==> src/rtl/cpu_pkg.sv <==
// Shared CPU definitions used by fetch and decode.
//  - default address/data widths
//  - instruction length constants and the opcode length rule
//  - fetch FSM state encoding
package cpu_pkg;

    localparam int DEF_PC_W   = 8;
    localparam int DEF_DATA_W = 8;

    localparam logic [1:0] LEN_1 = 2'd1;
    localparam logic [1:0] LEN_2 = 2'd2;
    localparam logic [1:0] LEN_3 = 2'd3;

    typedef enum logic [2:0] {
        ST_IDLE = 3'd0,
        ST_OPC  = 3'd1,
        ST_OP1  = 3'd2,
        ST_OP2  = 3'd3,
        ST_HOLD = 3'd4
    } fetch_state_t;

    // Length rule from the two low opcode bits. Returns {illegal, len}.
    // Encoding 11 is reserved: treated as a 1-byte instruction and flagged.
    function automatic logic [2:0] inst_len(input logic [1:0] enc);
        case (enc)
            2'b00:   return {1'b0, LEN_1};
            2'b01:   return {1'b0, LEN_2};
            2'b10:   return {1'b0, LEN_3};
            default: return {1'b1, LEN_1};
        endcase
    endfunction

endpackage

==> src/rtl/fetch_unit_if.sv <==
// Fetch unit bus bundle: instruction memory port, redirect input from
// execute, and the valid/ready instruction port towards decode.
//  master : the fetch unit side
//  slave  : the environment side (memory, execute, decode)
interface fetch_unit_if
    import cpu_pkg::*;
#(
    parameter int PC_W   = DEF_PC_W,
    parameter int DATA_W = DEF_DATA_W
);
    logic [PC_W-1:0]   mem_addr;
    logic [DATA_W-1:0] mem_data;
    logic              redirect_valid;
    logic [PC_W-1:0]   redirect_pc;
    logic              out_valid;
    logic              out_ready;
    logic [DATA_W-1:0] out_opcode;
    logic [DATA_W-1:0] out_op_lo;
    logic [DATA_W-1:0] out_op_hi;
    logic [1:0]        out_len;
    logic [PC_W-1:0]   out_pc;
    logic              out_illegal;

    modport master (
        output mem_addr,
        input  mem_data,
        input  redirect_valid, redirect_pc,
        output out_valid,
        input  out_ready,
        output out_opcode, out_op_lo, out_op_hi, out_len, out_pc, out_illegal
    );

    modport slave (
        input  mem_addr,
        output mem_data,
        output redirect_valid, redirect_pc,
        input  out_valid,
        output out_ready,
        input  out_opcode, out_op_lo, out_op_hi, out_len, out_pc, out_illegal
    );

endinterface

==> src/rtl/fetch_out_buf.sv <==
// One-entry valid/ready register slice with flush.
//  clk, rst_n   : clock, synchronous active-low reset
//  flush        : drop the held entry (wins over write and accept)
//  in_valid     : write request; taken when in_ready
//  in_ready     : slot empty, or being drained this cycle
//  in_data      : entry to store
//  out_valid    : entry held
//  out_ready    : consumer accepts when out_valid && out_ready
//  out_data     : held entry, stable while out_valid && !out_ready
module fetch_out_buf #(
    parameter int WIDTH = 8
) (
    input  logic             clk,
    input  logic             rst_n,
    input  logic             flush,
    input  logic             in_valid,
    output logic             in_ready,
    input  logic [WIDTH-1:0] in_data,
    output logic             out_valid,
    input  logic             out_ready,
    output logic [WIDTH-1:0] out_data
);

    assign in_ready = !out_valid || out_ready;

    always_ff @(posedge clk) begin
        if (!rst_n) begin
            out_valid <= 1'b0;
            out_data  <= '0;
        end else if (flush) begin
            // Even a same-cycle accept is discarded by a flush.
            out_valid <= 1'b0;
        end else if (in_valid && in_ready) begin
            out_valid <= 1'b1;
            out_data  <= in_data;
        end else if (out_ready) begin
            out_valid <= 1'b0;
        end
    end

endmodule

==> src/rtl/fetch_unit.sv <==
// Instruction fetch stage.
//  clka       : clock
//  restart_n  : synchronous active-low reset
//  run        : fetch enable
//  bus        : memory port (mem_addr/mem_data), redirect from execute,
//               buffered valid/ready instruction port to decode
// One byte is fetched per cycle from mem_addr (= pc). Instructions of
// 1..3 bytes are assembled and written into a 1-entry output buffer.
module fetch_unit
    import cpu_pkg::*;
#(
    parameter int PC_W   = DEF_PC_W,
    parameter int DATA_W = DEF_DATA_W
) (
    input  logic         clka,
    input  logic         restart_n,
    input  logic         run,
    fetch_unit_if.master bus
);

    typedef struct packed {
        logic              illegal;
        logic [1:0]        len;
        logic [PC_W-1:0]   pc;
        logic [DATA_W-1:0] op_hi;
        logic [DATA_W-1:0] op_lo;
        logic [DATA_W-1:0] opcode;
    } inst_t;

    fetch_state_t      state;
    logic [PC_W-1:0]   pc;
    logic [PC_W-1:0]   opc_pc;
    logic [DATA_W-1:0] opcode_q;
    logic [DATA_W-1:0] lo_q;
    logic [DATA_W-1:0] hi_q;

    logic [DATA_W-1:0] cur_op;
    logic              cur_illegal;
    logic [1:0]        cur_len;
    logic              done;
    logic              buf_wr;
    logic              buf_space;
    inst_t             asm_inst;
    inst_t             buf_inst;

    assign bus.mem_addr = pc;

    // In OPC the opcode is still on the memory bus; afterwards it is latched.
    assign cur_op                 = (state == ST_OPC) ? bus.mem_data : opcode_q;
    assign {cur_illegal, cur_len} = inst_len(cur_op[1:0]);

    // The byte arriving this cycle completes the instruction (or it is
    // already complete and waiting in HOLD).
    assign done = (state == ST_OPC  && cur_len == LEN_1) ||
                  (state == ST_OP1  && cur_len == LEN_2) ||
                  (state == ST_OP2) ||
                  (state == ST_HOLD);

    assign buf_wr = done && run && !bus.redirect_valid;

    always_comb begin
        asm_inst         = '0;
        asm_inst.illegal = cur_illegal;
        asm_inst.len     = cur_len;
        asm_inst.opcode  = cur_op;
        asm_inst.pc      = (state == ST_OPC) ? pc : opc_pc;
        asm_inst.op_lo   = (state == ST_OP1) ? bus.mem_data : lo_q;
        asm_inst.op_hi   = (state == ST_OP2) ? bus.mem_data : hi_q;
        if (state == ST_OPC) begin
            asm_inst.op_lo = '0;
            asm_inst.op_hi = '0;
        end
    end

    always_ff @(posedge clka) begin
        if (!restart_n) begin
            state    <= ST_IDLE;
            pc       <= '0;
            opc_pc   <= '0;
            opcode_q <= '0;
            lo_q     <= '0;
            hi_q     <= '0;
        end else if (bus.redirect_valid) begin
            pc    <= bus.redirect_pc;
            state <= run ? ST_OPC : ST_IDLE;
        end else if (!run) begin
            // Drop the partial/held instruction; it is refetched on resume.
            state <= ST_IDLE;
            if (state inside {ST_OP1, ST_OP2, ST_HOLD})
                pc <= opc_pc;
        end else begin
            case (state)
                ST_IDLE: state <= ST_OPC;
                ST_OPC: begin
                    opcode_q <= bus.mem_data;
                    lo_q     <= '0;
                    hi_q     <= '0;
                    opc_pc   <= pc;
                    pc       <= pc + PC_W'(1);
                    if (cur_len == LEN_1) state <= buf_space ? ST_OPC : ST_HOLD;
                    else                  state <= ST_OP1;
                end
                ST_OP1: begin
                    lo_q <= bus.mem_data;
                    pc   <= pc + PC_W'(1);
                    if (cur_len == LEN_2) state <= buf_space ? ST_OPC : ST_HOLD;
                    else                  state <= ST_OP2;
                end
                ST_OP2: begin
                    hi_q  <= bus.mem_data;
                    pc    <= pc + PC_W'(1);
                    state <= buf_space ? ST_OPC : ST_HOLD;
                end
                ST_HOLD: if (buf_space) state <= ST_OPC;
                default: state <= ST_IDLE;
            endcase
        end
    end

    fetch_out_buf #(.WIDTH($bits(inst_t))) u_out_buf (
        .clk       (clka),
        .rst_n     (restart_n),
        .flush     (bus.redirect_valid),
        .in_valid  (buf_wr),
        .in_ready  (buf_space),
        .in_data   (asm_inst),
        .out_valid (bus.out_valid),
        .out_ready (bus.out_ready),
        .out_data  (buf_inst)
    );

    assign bus.out_opcode  = buf_inst.opcode;
    assign bus.out_op_lo   = buf_inst.op_lo;
    assign bus.out_op_hi   = buf_inst.op_hi;
    assign bus.out_len     = buf_inst.len;
    assign bus.out_pc      = buf_inst.pc;
    assign bus.out_illegal = buf_inst.illegal;

endmodule

==> src/flat_wrapper.sv <==
// flat-port wrapper written by rule: the top's interface ports become plain ports
module fetch_unit_flat import cpu_pkg::*;
#(
    parameter int PC_W   = DEF_PC_W,
    parameter int DATA_W = DEF_DATA_W
)
  (clka, restart_n, run, bus_mem_addr, bus_mem_data, bus_redirect_valid, bus_redirect_pc, bus_out_valid, bus_out_ready, bus_out_opcode, bus_out_op_lo, bus_out_op_hi, bus_out_len, bus_out_pc, bus_out_illegal);
  fetch_unit_if #(.PC_W(PC_W), .DATA_W(DATA_W)) bus_i ();
  input  logic clka;
  input  logic restart_n;
  input  logic run;
  output wire logic [$bits(bus_i.mem_addr)-1:0] bus_mem_addr;
  input wire logic [$bits(bus_i.mem_data)-1:0] bus_mem_data;
  input wire logic [$bits(bus_i.redirect_valid)-1:0] bus_redirect_valid;
  input wire logic [$bits(bus_i.redirect_pc)-1:0] bus_redirect_pc;
  output wire logic [$bits(bus_i.out_valid)-1:0] bus_out_valid;
  input wire logic [$bits(bus_i.out_ready)-1:0] bus_out_ready;
  output wire logic [$bits(bus_i.out_opcode)-1:0] bus_out_opcode;
  output wire logic [$bits(bus_i.out_op_lo)-1:0] bus_out_op_lo;
  output wire logic [$bits(bus_i.out_op_hi)-1:0] bus_out_op_hi;
  output wire logic [$bits(bus_i.out_len)-1:0] bus_out_len;
  output wire logic [$bits(bus_i.out_pc)-1:0] bus_out_pc;
  output wire logic [$bits(bus_i.out_illegal)-1:0] bus_out_illegal;
  assign bus_mem_addr = bus_i.mem_addr;
  assign bus_i.mem_data = bus_mem_data;
  assign bus_i.redirect_valid = bus_redirect_valid;
  assign bus_i.redirect_pc = bus_redirect_pc;
  assign bus_out_valid = bus_i.out_valid;
  assign bus_i.out_ready = bus_out_ready;
  assign bus_out_opcode = bus_i.out_opcode;
  assign bus_out_op_lo = bus_i.out_op_lo;
  assign bus_out_op_hi = bus_i.out_op_hi;
  assign bus_out_len = bus_i.out_len;
  assign bus_out_pc = bus_i.out_pc;
  assign bus_out_illegal = bus_i.out_illegal;
  fetch_unit #(.PC_W(PC_W), .DATA_W(DATA_W)) u_core (.clka(clka), .restart_n(restart_n), .run(run), .bus(bus_i));
endmodule
==> config.mk <==
export PLATFORM = sky130hd
export DESIGN_NAME = fetch_unit_flat
export DESIGN_NICKNAME = d
export VERILOG_FILES = /design/src/rtl/cpu_pkg.sv /design/src/rtl/fetch_unit_if.sv /design/src/rtl/fetch_out_buf.sv /design/src/rtl/fetch_unit.sv /design/src/flat_wrapper.sv
export SDC_FILE = /design/constraint.sdc
export NUM_CORES = 1
export LEC_CHECK = 0
export ABC_AREA = 1
export BUFFER_PORTS_ARGS = -buffer_cell sky130_fd_sc_hd__buf_4
export CAP_MARGIN = 0
export CORE_MARGIN = 2
export CORE_UTILIZATION = 55
export CTS_CLUSTER_DIAMETER = 120
export DETAILED_ROUTE_END_ITERATION = 7
export GPL_TIMING_DRIVEN = 0
export PLACE_DENSITY = 0.8
export SLEW_MARGIN = 20
export SYNTH_ARGS = -nofsm -noshare
export SYNTH_HDL_FRONTEND = slang
export SYNTH_HIERARCHICAL = 1
export SYNTH_SLANG_ARGS = --single-unit
==> constraint.sdc <==
create_clock -name clka -period 5.1 [get_ports clka]
set_input_delay 1.275 -clock clka [delete_from_list [all_inputs] [get_ports clka]]
set_output_delay 1.275 -clock clka [all_outputs]
set_load 0.1 [all_outputs]
# Yosys cells after proc, flatten, opt, wreduce, memory -nomap -nowiden
# Cells that the tools add are included.
# totals
word_cells	68
romBits	0
ram_bits	0
reg_bits	79
input_bits	21
latch_bits	0
output_inout_bits	44
memories	0
# op_classes
bitwise	2
n_lt_le_gt_ge	0
div_mod_pow	0
n_mul	0
shift	0
eq_ne	10
reduce_logical	25
add_sub_neg	1
muxes	22
# op_table
cell	n
8-bit 2-to-1 mux	8
8-bit case mux with 2 select lines	2
3-bit 2-to-1 mux	6
16-bit 2-to-1 mux	1
3-bit case mux with 5 select lines	1
3-bit case mux with 3 select lines	1
8-bit by 1-bit adder with 8-bit output (second input constant)	1
3-bit by 2-bit == test with 1-bit output (second input constant)	2
2-bit AND reduction	3
3-bit AND reduction	2
2-bit nonzero test	3
3-bit nonzero test	2
1-bit logical AND	5
2-bit by 1-bit == test with 1-bit output (second input constant)	2
2-bit == test (second input constant)	2
1-bit logical OR	4
4-bit by 3-bit != test with 1-bit output (second input constant)	1
3-bit by 1-bit == test with 1-bit output (second input constant)	1
3-bit == test (second input constant)	1
3-bit logical NOT	1
1-bit 2-to-1 mux	3
3-bit by 2-bit != test with 1-bit output (second input constant)	1
3-bit OR reduction	1
1-bit logical NOT	2
3 further kinds	4

# Longest topological paths before layout
# Gate-level depths: netlist of the first run.
# logic_depth
ltp_word	13
mapped_depth	16
ltp_nobuf	15

# Modules after synthesis
# Netlist of the first run, hierarchy kept.
# modules_own_cells
mod	seq_area_each_um2	cells_each	instances	area_per_inst_um2
fetch_unit	860.8	360	1	2388.5
fetch_out_buf	720.7	236	1	1664.1

# Worst setup path before layout of the first run
# OpenSTA, ideal clock, no wires.
# synth_path
kind	input to register
from	input bus_redirect_valid
to	register u_core.u_out_buf.out_data[26]
setup_slack_ps	2392
setup_ps	119
cell_stages	12
arrival_ps	2589
path_buffers	2
required_time_ps	4981
cell_sequence	inv_1 -> nand2_2 -> clkinv_1 -> clkbuf_1 -> o21ai_0 -> inv_1 -> inv_2 -> nor2_8 -> clkbuf_8 -> nand3_1 -> nand2_1 -> nor2_1
# synth_between
elab_chain_cells	4
word_cells_on_any_way	5
classes_between	bitwise (1); reduce/logical (4)
# synth_lines
item	line_no	rtl
start, declared	flat_wrapper.sv:14	input wire logic [$bits(bus_i.redirect_valid)-1:0] bus_redirect_valid;
1-bit logical NOT	fetch_unit.sv:59	assign buf_wr = done && run && !bus.redirect_valid;
1-bit logical AND	fetch_unit.sv:59	
net u_core.buf_wr	fetch_unit.sv:41	logic buf_wr;
1-bit logical AND	fetch_out_buf.sv:33	end else if (in_valid && in_ready) begin
2-bit AND reduction (no line)	--	
end signal, assigned	fetch_out_buf.sv:35	out_data <= in_data;
end, declared	fetch_out_buf.sv:21	output logic [WIDTH-1:0] out_data
# The timed path passes the listed nets, and every way through them passes these cells.
# A chain may end at the register's enable or synchronous reset.

# Worst setup path after layout of the first run
# layout_path
from	input bus_redirect_valid
to	register u_core.u_out_buf.out_data[19]
# Same word-level chain as after synthesis.

==> results of run 1 <==
-- power groups by stage --
stage | Sequential (mW) | Clock (mW) | Combinational [mW]
4_1_cts | 0.651 | 0.522 | 0.248
3_5_place_dp | 0.665 | 0 | 0.247
3_3_place_gp | 0.665 | 0 | 0.243
5_1_grt | 0.653 | 0.549 | 0.270
6_report | 0.651 | 0.515 | 0.251
2_1_floorplan | 0.735 | 0 | 0.109
-- state kept, by name (all words and copies together), names as in the netlist --
register / cells
u_core/bus.mem_addr: 8
u_core/hi_q: 8
u_core/lo_q: 8
u_core/opc_pc: 8
u_core/opcode_q: 8
u_core/state: 3
u_core/u_out_buf/out_data: 35
u_core/u_out_buf/out_valid: 1
-- placed cells by master, fill, tap and decap left out, types with 8 or more instances in the layout --
cell type and count:
a31o_2 8, nand2_2 9, o21ai_0 51, clkbuf_8 12, dfxtp_1 79, clkbuf_1 10
nand4_1 10, buf_4 71, nand2_1 107, a21oi_1 65, buf_2 11, nor2_1 72
inv_1 80, nand3_1 45
-- kinds of logic after synthesis --
| kind of cell | Yosys count | synth area share |
|---|---|---|
| AO/OA/AOI/OAI | 140 | 0.193 |
| XOR/XNOR | 3 | 0.00648 |
| adder cells (fa/ha/maj) | 1 | 0.00309 |
| buffers and inverters | 122 | 0.138 |
| flip-flops | 79 | 0.390 |
| AND/OR/NAND/NOR | 251 | 0.269 |
-- area by class of cell --
class	count	area [µm²]
clock inverters	7	96.3
multi-input cells	395	1910
fillers	659	2300
inverters	87	327
plain buffers	35	231
clock buffers	9	124
well taps	99	124
repair buffers	64	480
flip-flops and latches	79	1580
-- stage by stage --
stage          setup WS [ns]  std cells  utilization
2_1_floorplan           2.39        596            -
3_3_place_gp            1.80        759        0.649
3_5_place_dp            1.78        759        0.649
4_1_cts                 2.15        775        0.680
5_1_grt                 1.93        775        0.680
6_report                2.09        775        0.680
-- worst register-to-register path: cells and delay by family, from the launching register on --
family | cells | cell delay (ns)
buffers and inverters | 4 | 0.51
AND/OR/NAND/NOR | 11 | 1.03
flip-flops | 1 | 0.51
AO/OA/AOI/OAI | 1 | 0.08
-- per-layer routing --
layer / up-vias / track usage
met3: 17 / 0.0360
met2: 155 / 0.456
met4: 0 / 0.105
met1: 1846 / 0.375
met5: - / 0
li1: 2077 / -
-- worst max path at each step --
stage / to / slack (ns) / cells after the start
after floorplan: u_core/u_out_buf/out_data[26]$_SDFFE_PN0P_ / 2.39 / 12
after global placement: u_core/u_out_buf/out_data[19]$_SDFFE_PN0P_ / 1.80 / 13
after detailed placement: u_core/u_out_buf/out_data[19]$_SDFFE_PN0P_ / 1.78 / 13
after CTS: u_core/u_out_buf/out_data[19]$_SDFFE_PN0P_ / 2.15 / 13
after global routing: u_core/u_out_buf/out_data[20]$_SDFFE_PN0P_ / 1.93 / 13
final: u_core/u_out_buf/out_data[19]$_SDFFE_PN0P_ / 2.09 / 13
==> impl_metrics.py, run 1 <==
metrics = {
    "placed_design": {
        "hpwl_mm": 8.05,
        "place_congestion": 0.968,
        "port_buffers": 64,
        "placed_area_mm2": 0.00466,
    },
    "clocking": {
        "cts_buffers": 9,
        "cts.root.buffer_cell": "clkbuf_8",
        "clock_latency_ns": 0.36,
        "post-cts-setup-buffer-count": 0,
        "htreeDepth": 3,
        "cts.reportedPaths.clkPinSlew_ns": 0.08,
        "postCtsHoldBufs": 0,
        "post_cts_resized": 0,
        "clock_path_buffers": 2,
        "cts_tree": "yes",
        "cts.sink_count": 79,
    },
    "yosys": {
        "ys_seq_area_frac": 0.390,
        "post-synth-top-count-cell": "nand2_1",
        "synth-seq-cells": 79,
        "ys_top_cells_by_count": "nand2_1, inv_1, dfxtp_1",
        "synth_warnings": 6,
        "netlist-cell-type-count": 34,
        "synthCells": 596,
        "synthFlopType": "dfxtp_1",
        "synth_edf_count": 0,
        "synthTopCellsByArea": "dfxtp_1, nand2_1, a21oi_1",
        "synth_top_area_frac": 0.390,
        "async_reset_ff_frac": 0,
        "syn-cell-area_mm2": 0.00405,
        "syn_nets": 618,
        "yosysTopAreaCell": "dfxtp_1",
        "avgSynthCellArea_um2": 6.80,
    },
    "worst_setup_path": {
        "critPathLaunchType": "input port",
        "rrSetupSlack_ns": 2.89,
        "startpoint": "bus_redirect_valid",
        "critical_path.max_stage_delay_ns": 0.45,
        "r2r_end": "u_core/u_out_buf/out_data[19]$_SDFFE_PN0P_",
        "endpoint_kind": "register",
        "r2r-start": "u_core/state[0]$_SDFFE_PN0P_",
        "path_max_fanout": 10,
        "required_ns": 5.36,
        "cpMostUsedCell": "inv_1",
        "worstPathArrival_ns": 3.27,
        "crit_type": "in2reg",
        "reg2regPathDepth": 16,
        "crit_family": "buffers and inverters",
        "worst-path-buf-inv": 7,
        "crit_chain": "buf_4 > inv_1 > nand2_2 > clkinv_1 > clkbuf_1 > o21ai_0 > inv_1 > inv_2 > nor2_8 > clkbuf_8 > nand3_1 > nand2_1 > nor2_1",
        "slowest_stage": "clkbuf_1",
    },
    "timing": {
        "slew_violations": 0,
        "rsz0062_at_grt": "false",
        "finalSetupViolCount": 0,
        "hold_viol": 0,
        "min_period_ns": 3.01,
        "max_freq_ghz": 0.332,
        "slew_headroom": 0.637,
        "finalClockSkew_ns": 0.00941,
        "worstMarginPinSlew_ns": 0.545,
        "tns_ns": 0,
        "whs_ns": 0.467,
        "period_share": 0.590,
    },
    "route": {
        "drcViolationCount": 0,
        "highest_layer": "met4",
        "finalWirelength_mm": 10.9,
        "wl_met1_mm": 4.95,
        "post_drt_wl_per_cell_um": 14.1,
        "firstDrtPassIters": 5,
        "post_drt_via_cell_ratio": 5.28,
        "routed-wl-met2_mm": 5.04,
        "wl_met3_um": 733,
        "num_vias": 4095,
        "ant_nets": 0,
        "drtIter0Drc": 242,
    },
    "power_and_ir_drop": {
        "power.share.sequential": 0.459,
        "clkPwrFrac": 0.364,
        "leakage_nw": 2.20,
        "p_per_area_mw_per_mm2": 291,
        "power_mw": 1.42,
        "p_sw_uw": 436,
        "internal-power_uw": 981,
        "combPwrFrac": 0.177,
        "max-vdd-ir-drop_v": 0.000224,
        "p_sw_frac": 0.308,
    },
    "outcome": {
        "outcome": "finished, final reports clean",
    },
    "global_routing": {
        "grt_max_degree": 15,
        "grt_pass1_wl_mm": 18.1,
        "grt_pass1_vias": 3747,
        "antenna_found_initial": 0,
        "grt_usage": 0.278,
        "overflow": 0,
    },
    "worst_hold_path": {
        "worstHoldStart": "u_core/lo_q[2]$_SDFFE_PN0P_",
        "min_path_type": "reg2reg",
        "min_path_cells": 2,
        "hold_end": "u_core/lo_q[2]$_SDFFE_PN0P_",
    },
    "cells_and_area": {
        "final_cell_area_mm2": 0.00488,
        "n_antenna_cell": 0,
        "final_nets": 693,
        "drive_above_1_share": 0.201,
        "syn_to_final_growth_pct": 20.3,
    },
    "floorplan": {
        "die_area_mm2": 0.00807,
        "rows": 31,
        "die_w_um": 89.8,
        "ios": 65,
        "start_util": 0.565,
        "core_area_mm2": 0.00718,
        "die_h_um": 89.8,
    },
    "job": {
        "drv_cap": 0,
    },
}
Note: power is estimated with default switching activity, not from simulation.
==> run 2, diff against run 1 <==
--- a/config.mk
+++ b/config.mk
@@ -5,7 +5,7 @@
 export SDC_FILE = /design/constraint.sdc
 export NUM_CORES = 1
 export LEC_CHECK = 0
-export ABC_AREA = 1
+export ABC_AREA = 0
 export BUFFER_PORTS_ARGS = -buffer_cell sky130_fd_sc_hd__buf_4
 export CAP_MARGIN = 0
 export CORE_MARGIN = 2
==> constraint.sdc (replaced) <==
create_clock -name clka -period 2.79 [get_ports clka]
set_input_delay 0.6975 -clock clka [delete_from_list [all_inputs] [get_ports clka]]
set_output_delay 0.6975 -clock clka [all_outputs]
set_load 0.1 [all_outputs]
==> run 2 against run 1 <==
  * Non-clock buffer count rose by 1
  * Setup slack got worse by 1.6 ns
  * Final cell count fell by 14%
  * Via count fell by 10%
  * First-iteration DRC count rose by 23%
  * Die area fell by 1.5%
  * Critical path depth fell by 5
  * Sequential cell count did not move
  * Global-route usage fell by 1.7 points
  * Hold slack got worse by 0.0054 ns
  * Register-to-register slack got worse by 2.4 ns
  * Critical path type is now reg2reg
  * Sequential power rose by 78%
==> impl_metrics.py, run 2 <==
metrics = {
    "outcome": {
        "outcome": "finished, final reports clean",
    },
    "yosys": {
        "synth_simple_gate_area_frac": 0.248,
        "synth_top_area_frac": 0.397,
        "ys_top_cells_by_count": "nand2_1, dfxtp_1, a21oi_1",
        "synthCells": 491,
        "synth-seq-cells": 79,
        "async_reset_ff_frac": 0,
        "synthTopCellsByArea": "dfxtp_1, nand2_1, mux2i_1",
        "synthXorXnorAreaFrac": 0.00439,
        "post-synth-top-count-cell": "nand2_1",
        "syn_nets": 513,
        "ys_seq_area_frac": 0.397,
        "avgSynthCellArea_um2": 8.12,
        "synthFlopType": "dfxtp_1",
        "synth_warnings": 6,
        "synth_top_family_by_area": "simple AND/OR/NAND/NOR gates",
        "syn-cell-area_mm2": 0.00399,
        "synth_compound_area_frac": 0.139,
        "netlist-cell-type-count": 49,
        "synthAdderAreaFrac": 0.00314,
        "synth_mux_area_frac": 0.141,
        "synth_edf_count": 0,
        "yosysTopAreaCell": "dfxtp_1",
    },
    "route": {
        "post_drt_via_cell_ratio": 5.50,
        "num_vias": 3668,
        "drcViolationCount": 0,
        "finalWirelength_mm": 10.0,
        "ant_nets": 0,
        "drtIter0Drc": 297,
        "firstDrtPassIters": 5,
        "post_drt_wl_per_cell_um": 15.0,
    },
    "cells_and_area": {
        "instances_no_fill": 667,
        "largest_register_ffs": 35,
        "fillCellCount": 637,
        "top_register": "u_core/u_out_buf/out_data",
        "drive_above_1_share": 0.211,
        "syn_to_final_growth_pct": 19.7,
        "final_nets": 585,
        "post-route-util": 0.669,
        "layout_common_cells": "nand2_1, dfxtp_1, buf_4",
        "n_antenna_cell": 0,
        "regArea_mm2": 0.00158,
        "final_common_cell": "nand2_1",
        "multiInputGateArea_mm2": 0.00213,
    },
    "global_routing": {
        "grt_pass1_vias": 3472,
        "grt_pass1_wl_mm": 16.1,
        "antenna_found_initial": 0,
        "grt_max_degree": 13,
        "grt_usage": 0.260,
        "overflow": 0,
    },
    "floorplan": {
        "start_util": 0.559,
        "ios": 65,
        "die_h_um": 89.1,
        "die_w_um": 89.1,
        "core_area_mm2": 0.00714,
        "rows": 31,
        "die_area_mm2": 0.00795,
    },
    "worst_setup_path": {
        "endpoint_kind": "register",
        "r2r-start": "u_core/state[1]$_SDFFE_PN0P_",
        "critPathLaunchType": "register",
        "rrSetupSlack_ns": 0.49,
        "required_ns": 3.06,
        "critical_path.max_stage_delay_ns": 0.38,
        "path_max_fanout": 10,
        "worstPathArrival_ns": 2.56,
        "slowest_stage": "clkbuf_1",
        "reg2regPathDepth": 8,
        "crit_type": "reg2reg",
        "crit_chain": "buf_2 > clkbuf_1 > o21ai_0 > a21oi_1 > nor3b_2 > buf_6 > buf_12 > mux2i_1",
        "r2r_end": "u_core/u_out_buf/out_data[3]$_SDFFE_PN0P_",
    },
    "timing": {
        "rsz0062_at_grt": "false",
        "worstMarginPinSlew_ns": 0.578,
        "max_freq_ghz": 0.435,
        "slew_violations": 0,
        "slew_headroom": 0.615,
        "min_period_ns": 2.30,
        "hold_viol": 0,
        "tns_ns": 0,
        "finalSetupViolCount": 0,
        "period_share": 0.824,
        "finalClockSkew_ns": 0.00864,
    },
    "clocking": {
        "htreeDepth": 3,
        "post_cts_resized": 0,
        "clock_path_buffers": 2,
        "cts.sink_count": 79,
        "clock_latency_ns": 0.34,
        "cts.reportedPaths.clkPinSlew_ns": 0.08,
        "post-cts-setup-buffer-count": 0,
        "postCtsHoldBufs": 0,
        "cts_buffers": 9,
        "cts.root.buffer_cell": "clkbuf_8",
        "cts_tree": "yes",
    },
    "power_and_ir_drop": {
        "p_per_area_mw_per_mm2": 489,
        "leakage_nw": 1.81,
        "max-vdd-ir-drop_v": 0.000361,
    },
    "placed_design": {
        "place_congestion": 0.872,
        "port_buffers": 61,
        "dpl.cell_count": 651,
        "hpwl_mm": 7.14,
    },
    "worst_hold_path": {
        "min_path_cells": 2,
        "min_path_type": "reg2reg",
        "hold_end": "u_core/u_out_buf/out_data[20]$_SDFFE_PN0P_",
        "worstHoldStart": "u_core/u_out_buf/out_data[20]$_SDFFE_PN0P_",
    },
    "job": {
        "drv_cap": 0,
    },
}
[run 2: cell types whose count changed in the layout (fill, tap and decap cells not counted), sizes merged, moves of 5 or more]
cell	before	now
clkbuf	22	32
o21ai	53	24
inv	86	8
nor3b	0	5
mux2i	0	38
mux2	0	16
nor2	77	29
nand4	10	0
nand3	46	6
nor2b	0	16
nand2	116	139
buf	86	79
a21oi	65	46
a31o	8	0
[run 2: where the power goes]
| part | switching, mW | internal [mW] | total, mW |
|---|---|---|---|
| combinational | 0.183 | 0.0852 | 0.268 |
| clock | 0.410 | 0.503 | 0.913 |
| sequential | 0.0164 | 1.14 | 1.16 |
| total | 0.610 | 1.73 | 2.34 |
[run 2: cells by family after synthesis]
| group | after synthesis |
|---|---|
| AO/OA/AOI/OAI | 93 |
| XOR/XNOR | 2 |
| AND/OR/NAND/NOR | 215 |
| flip-flops | 79 |
| adder cells (fa/ha/maj) | 1 |
| buffers and inverters | 47 |
| multiplexers | 54 |
[run 2: worst max-delay path by stage]
stage | startpoint | slack [ns] | end
after floorplan | u_core/bus.mem_addr[0]$_SDFFE_PN0P_ | 0.51 | u_core/bus.mem_addr[6]$_SDFFE_PN0P_
after global placement | run | 0.32 | u_core/u_out_buf/out_data[31]$_SDFFE_PN0P_
after detailed placement | bus_mem_data[1] | 0.27 | u_core/u_out_buf/out_data[3]$_SDFFE_PN0P_
after CTS | u_core/state[1]$_SDFFE_PN0P_ | 0.50 | u_core/u_out_buf/out_data[3]$_SDFFE_PN0P_
after global routing | u_core/state[1]$_SDFFE_PN0P_ | 0.35 | u_core/u_out_buf/out_data[3]$_SDFFE_PN0P_
final | u_core/state[1]$_SDFFE_PN0P_ | 0.49 | u_core/u_out_buf/out_data[3]$_SDFFE_PN0P_
[run 2: final cells by class]
| type | count | share of cell area |
|---|---|---|
| Tap cell | 99 | 0.0259 |
| Sequential cell | 79 | 0.331 |
| Clock buffer | 12 | 0.0283 |
| Inverter | 8 | 0.00629 |
| Buffer | 39 | 0.0511 |
| Timing Repair Buffer | 61 | 0.0959 |
| Clock inverter | 4 | 0.0147 |
| Multi-Input combinational cell | 365 | 0.447 |
[run 2: critical path: cells and delay by family (launching register included)]
family,cells,cell delay [ns]
buf+inv,4,1.01
compound gates,2,0.39
flops,1,0.37
simple gates,1,0.22
mux,1,0.21
[run 2: per-layer routing]
metal / up-vias / track usage / share of wire
li1: 1797 / - / -
met1: 1718 / 0.342 / 0.44
met2: 137 / 0.426 / 0.48
met3: 16 / 0.0452 / 0.063
met4: 0 / 0.102 / 0.017
met5: - / 0 / 0
[run 2: per-stage QoR]
stage	worst slack, ns	total power [mW]	hold slack [ns]	instance area [µm²]
floorplan	0.514	1.36	0.434	3990
global placement	0.324	1.44	0.442	4570
detailed placement	0.273	1.45	0.449	4570
CTS	0.502	2.34	0.464	4770
global route	0.347	2.41	0.476	4770
finish	0.492	2.34	0.461	4770
==> run 3, diff against run 2 <==
--- a/config.mk
+++ b/config.mk
@@ -5,7 +5,7 @@
 export SDC_FILE = /design/constraint.sdc
 export NUM_CORES = 1
 export LEC_CHECK = 0
-export ABC_AREA = 0
+export ABC_AREA = 1
 export BUFFER_PORTS_ARGS = -buffer_cell sky130_fd_sc_hd__buf_4
 export CAP_MARGIN = 0
 export CORE_MARGIN = 2
==> constraint.sdc (replaced) <==
create_clock -name clka -period 2.3 [get_ports clka]
set_input_delay 0.575 -clock clka [delete_from_list [all_inputs] [get_ports clka]]
set_output_delay 0.575 -clock clka [all_outputs]
set_load 0.1 [all_outputs]
==> run 3 against run 2 <==
  * Largest cell class unchanged
  * Clock skew rose by 0.00094 ns
  * Highest routed layer unchanged
  * Core utilization increased by 1.2 points
  * Routed wire length grew 9.6%
  * Sequential cell count did not move
  * Total power increased by 35%
  * Clock power rose by 25%
  * Combinational power rose by 110%
  * Count of clock-buffer cells in the layout down 3
==> impl_metrics.py, run 3 (synthesis results as in run 1) <==
metrics = {
    "route": {
        "post_drt_via_cell_ratio": 5.27,
        "firstDrtPassIters": 5,
        "drcViolationCount": 0,
        "post_drt_wl_per_cell_um": 14.2,
        "finalWirelength_mm": 11.0,
        "drtIter0Drc": 272,
        "num_vias": 4081,
        "ant_nets": 0,
    },
    "timing": {
        "tns_ns": 0,
        "finalSetupViolCount": 0,
        "hold_viol": 0,
        "finalClockSkew_ns": 0.00957,
        "max_freq_ghz": 0.467,
        "slew_violations": 0,
        "worstMarginPinSlew_ns": 0.553,
        "min_period_ns": 2.14,
        "period_share": 0.931,
        "slew_headroom": 0.629,
        "rsz0062_at_grt": "false",
    },
    "clocking": {
        "post-cts-setup-buffer-count": 0,
        "clock_path_buffers": 2,
        "post_cts_resized": 0,
        "cts_tree": "yes",
        "cts.sink_count": 79,
        "htreeDepth": 3,
        "cts_buffers": 9,
        "cts.root.buffer_cell": "clkbuf_8",
        "clock_latency_ns": 0.36,
        "postCtsHoldBufs": 0,
        "cts.reportedPaths.clkPinSlew_ns": 0.08,
    },
    "worst_setup_path": {
        "worstPathArrival_ns": 2.40,
        "slowest_stage": "dfxtp_2",
        "cpMostUsedCell": "nand2_1",
        "endpoint_kind": "register",
        "required_ns": 2.56,
        "worst-path-buf-inv": 5,
        "critical_path.max_stage_delay_ns": 0.35,
        "path_max_fanout": 10,
        "crit_chain": "inv_1 > nand2_4 > nor2_2 > buf_4 > nand2_1 > nand2_1 > o21ai_0 > inv_1 > inv_2 > nor2_8 > clkbuf_8 > nand3_1 > nand2_1 > nor2_1",
        "crit_type": "reg2reg",
        "crit_family": "simple AND/OR/NAND/NOR gates",
        "critPathLaunchType": "register",
    },
    "global_routing": {
        "overflow": 0,
        "met2_usage": 0.456,
        "gr-max-usage-layer": "met2",
        "grt_max_degree": 15,
        "antenna_found_initial": 0,
        "globalRouteMet1Util": 0.375,
        "grt_pass1_wl_mm": 18.1,
        "grt_usage": 0.278,
        "grt_pass1_vias": 3747,
        "grt_use_met3": 0.0360,
    },
    "placed_design": {
        "port_buffers": 64,
        "place_congestion": 0.968,
        "hpwl_mm": 8.05,
    },
    "cells_and_area": {
        "fillCellCount": 656,
        "layout_common_cells": "nand2_1, inv_1, dfxtp_1",
        "n_antenna_cell": 0,
        "top_register": "u_core/u_out_buf/out_data",
        "final_common_cell": "nand2_1",
        "syn_to_final_growth_pct": 20.6,
        "final_nets": 692,
        "largest_register_ffs": 35,
        "drive_above_1_share": 0.204,
    },
    "floorplan": {
        "die_h_um": 89.8,
        "die_area_mm2": 0.00807,
        "rows": 31,
        "die_w_um": 89.8,
        "core_area_mm2": 0.00718,
        "start_util": 0.565,
        "ios": 65,
    },
    "worst_hold_path": {
        "min_path_type": "in2reg",
    },
    "outcome": {
        "outcome": "finished, final reports clean",
    },
    "job": {
        "drv_cap": 0,
    },
    "power_and_ir_drop": {
        "p_per_area_mw_per_mm2": 643,
        "max-vdd-ir-drop_v": 0.000499,
        "leakage_nw": 2.20,
        "power_mw": 3.15,
    },
}
[run 3: final cells by class]
class	count	area, µm²	area share
buffer	34	228	0.0466
clock buffer	9	124	0.0253
clock inverter	7	96.3	0.0197
inverter	87	327	0.0668
multi-input combinational	395	1930	0.394
sequential	79	1580	0.324
tap	99	124	0.0253
timing repair buffer	64	480	0.0983
[run 3: worst reg2reg max path: cells and delay by family, from the launching register on]
family	cells	cell delay (ns)
AOI/OAI and AO/OA	1	0.08
buffers and inverters	5	0.80
DFF	1	0.35
and+or+nand+nor	8	0.84
[run 3: final timing paths]
check / to / start / slack, ns / depth (start not counted)
worst max-delay path: u_core/u_out_buf/out_data[19]$_SDFFE_PN0P_ / u_core/state[2]$_SDFFE_PN0P_ / 0.16 / 14
worst min-delay path: u_core/u_out_buf/out_valid$_SDFFE_PP0P_ / bus_redirect_valid / 0.45 / 2
worst max register to register: u_core/u_out_buf/out_data[19]$_SDFFE_PN0P_ / u_core/state[2]$_SDFFE_PN0P_ / 0.16 / 14
worst min register to register: u_core/lo_q[2]$_SDFFE_PN0P_ / u_core/lo_q[2]$_SDFFE_PN0P_ / 0.47 / 2
[run 3: power breakdown]
| part | switching, mW | leakage, nW | internal [mW] |
|---|---|---|---|
| Combinational | 0.406 | 1.44 | 0.153 |
| Sequential | 0.0349 | 0.642 | 1.41 |
| Clock | 0.528 | 0.114 | 0.614 |
[run 3: per-stage QoR]
stage	cells	worst slack (ns)	utilization	hold slack (ns)	instance area, µm²
final	774	0.158	0.681	0.451	4890
after global routing	774	0.00527	0.681	0.444	4890
after CTS	775	0.0534	0.680	0.446	4880
after detailed placement	759	-0.322	0.649	0.458	4660
after global placement	759	-0.303	0.649	0.449	4660
after floorplan	596	0.215	-	0.440	4050
[run 3: layer usage]
metal / routed length (µm) / vias up
li1: - / 2078
met2: 5030 / 141
met5: 0 / -
met4: 187 / 0
met3: 713 / 15
met1: 5030 / 1847
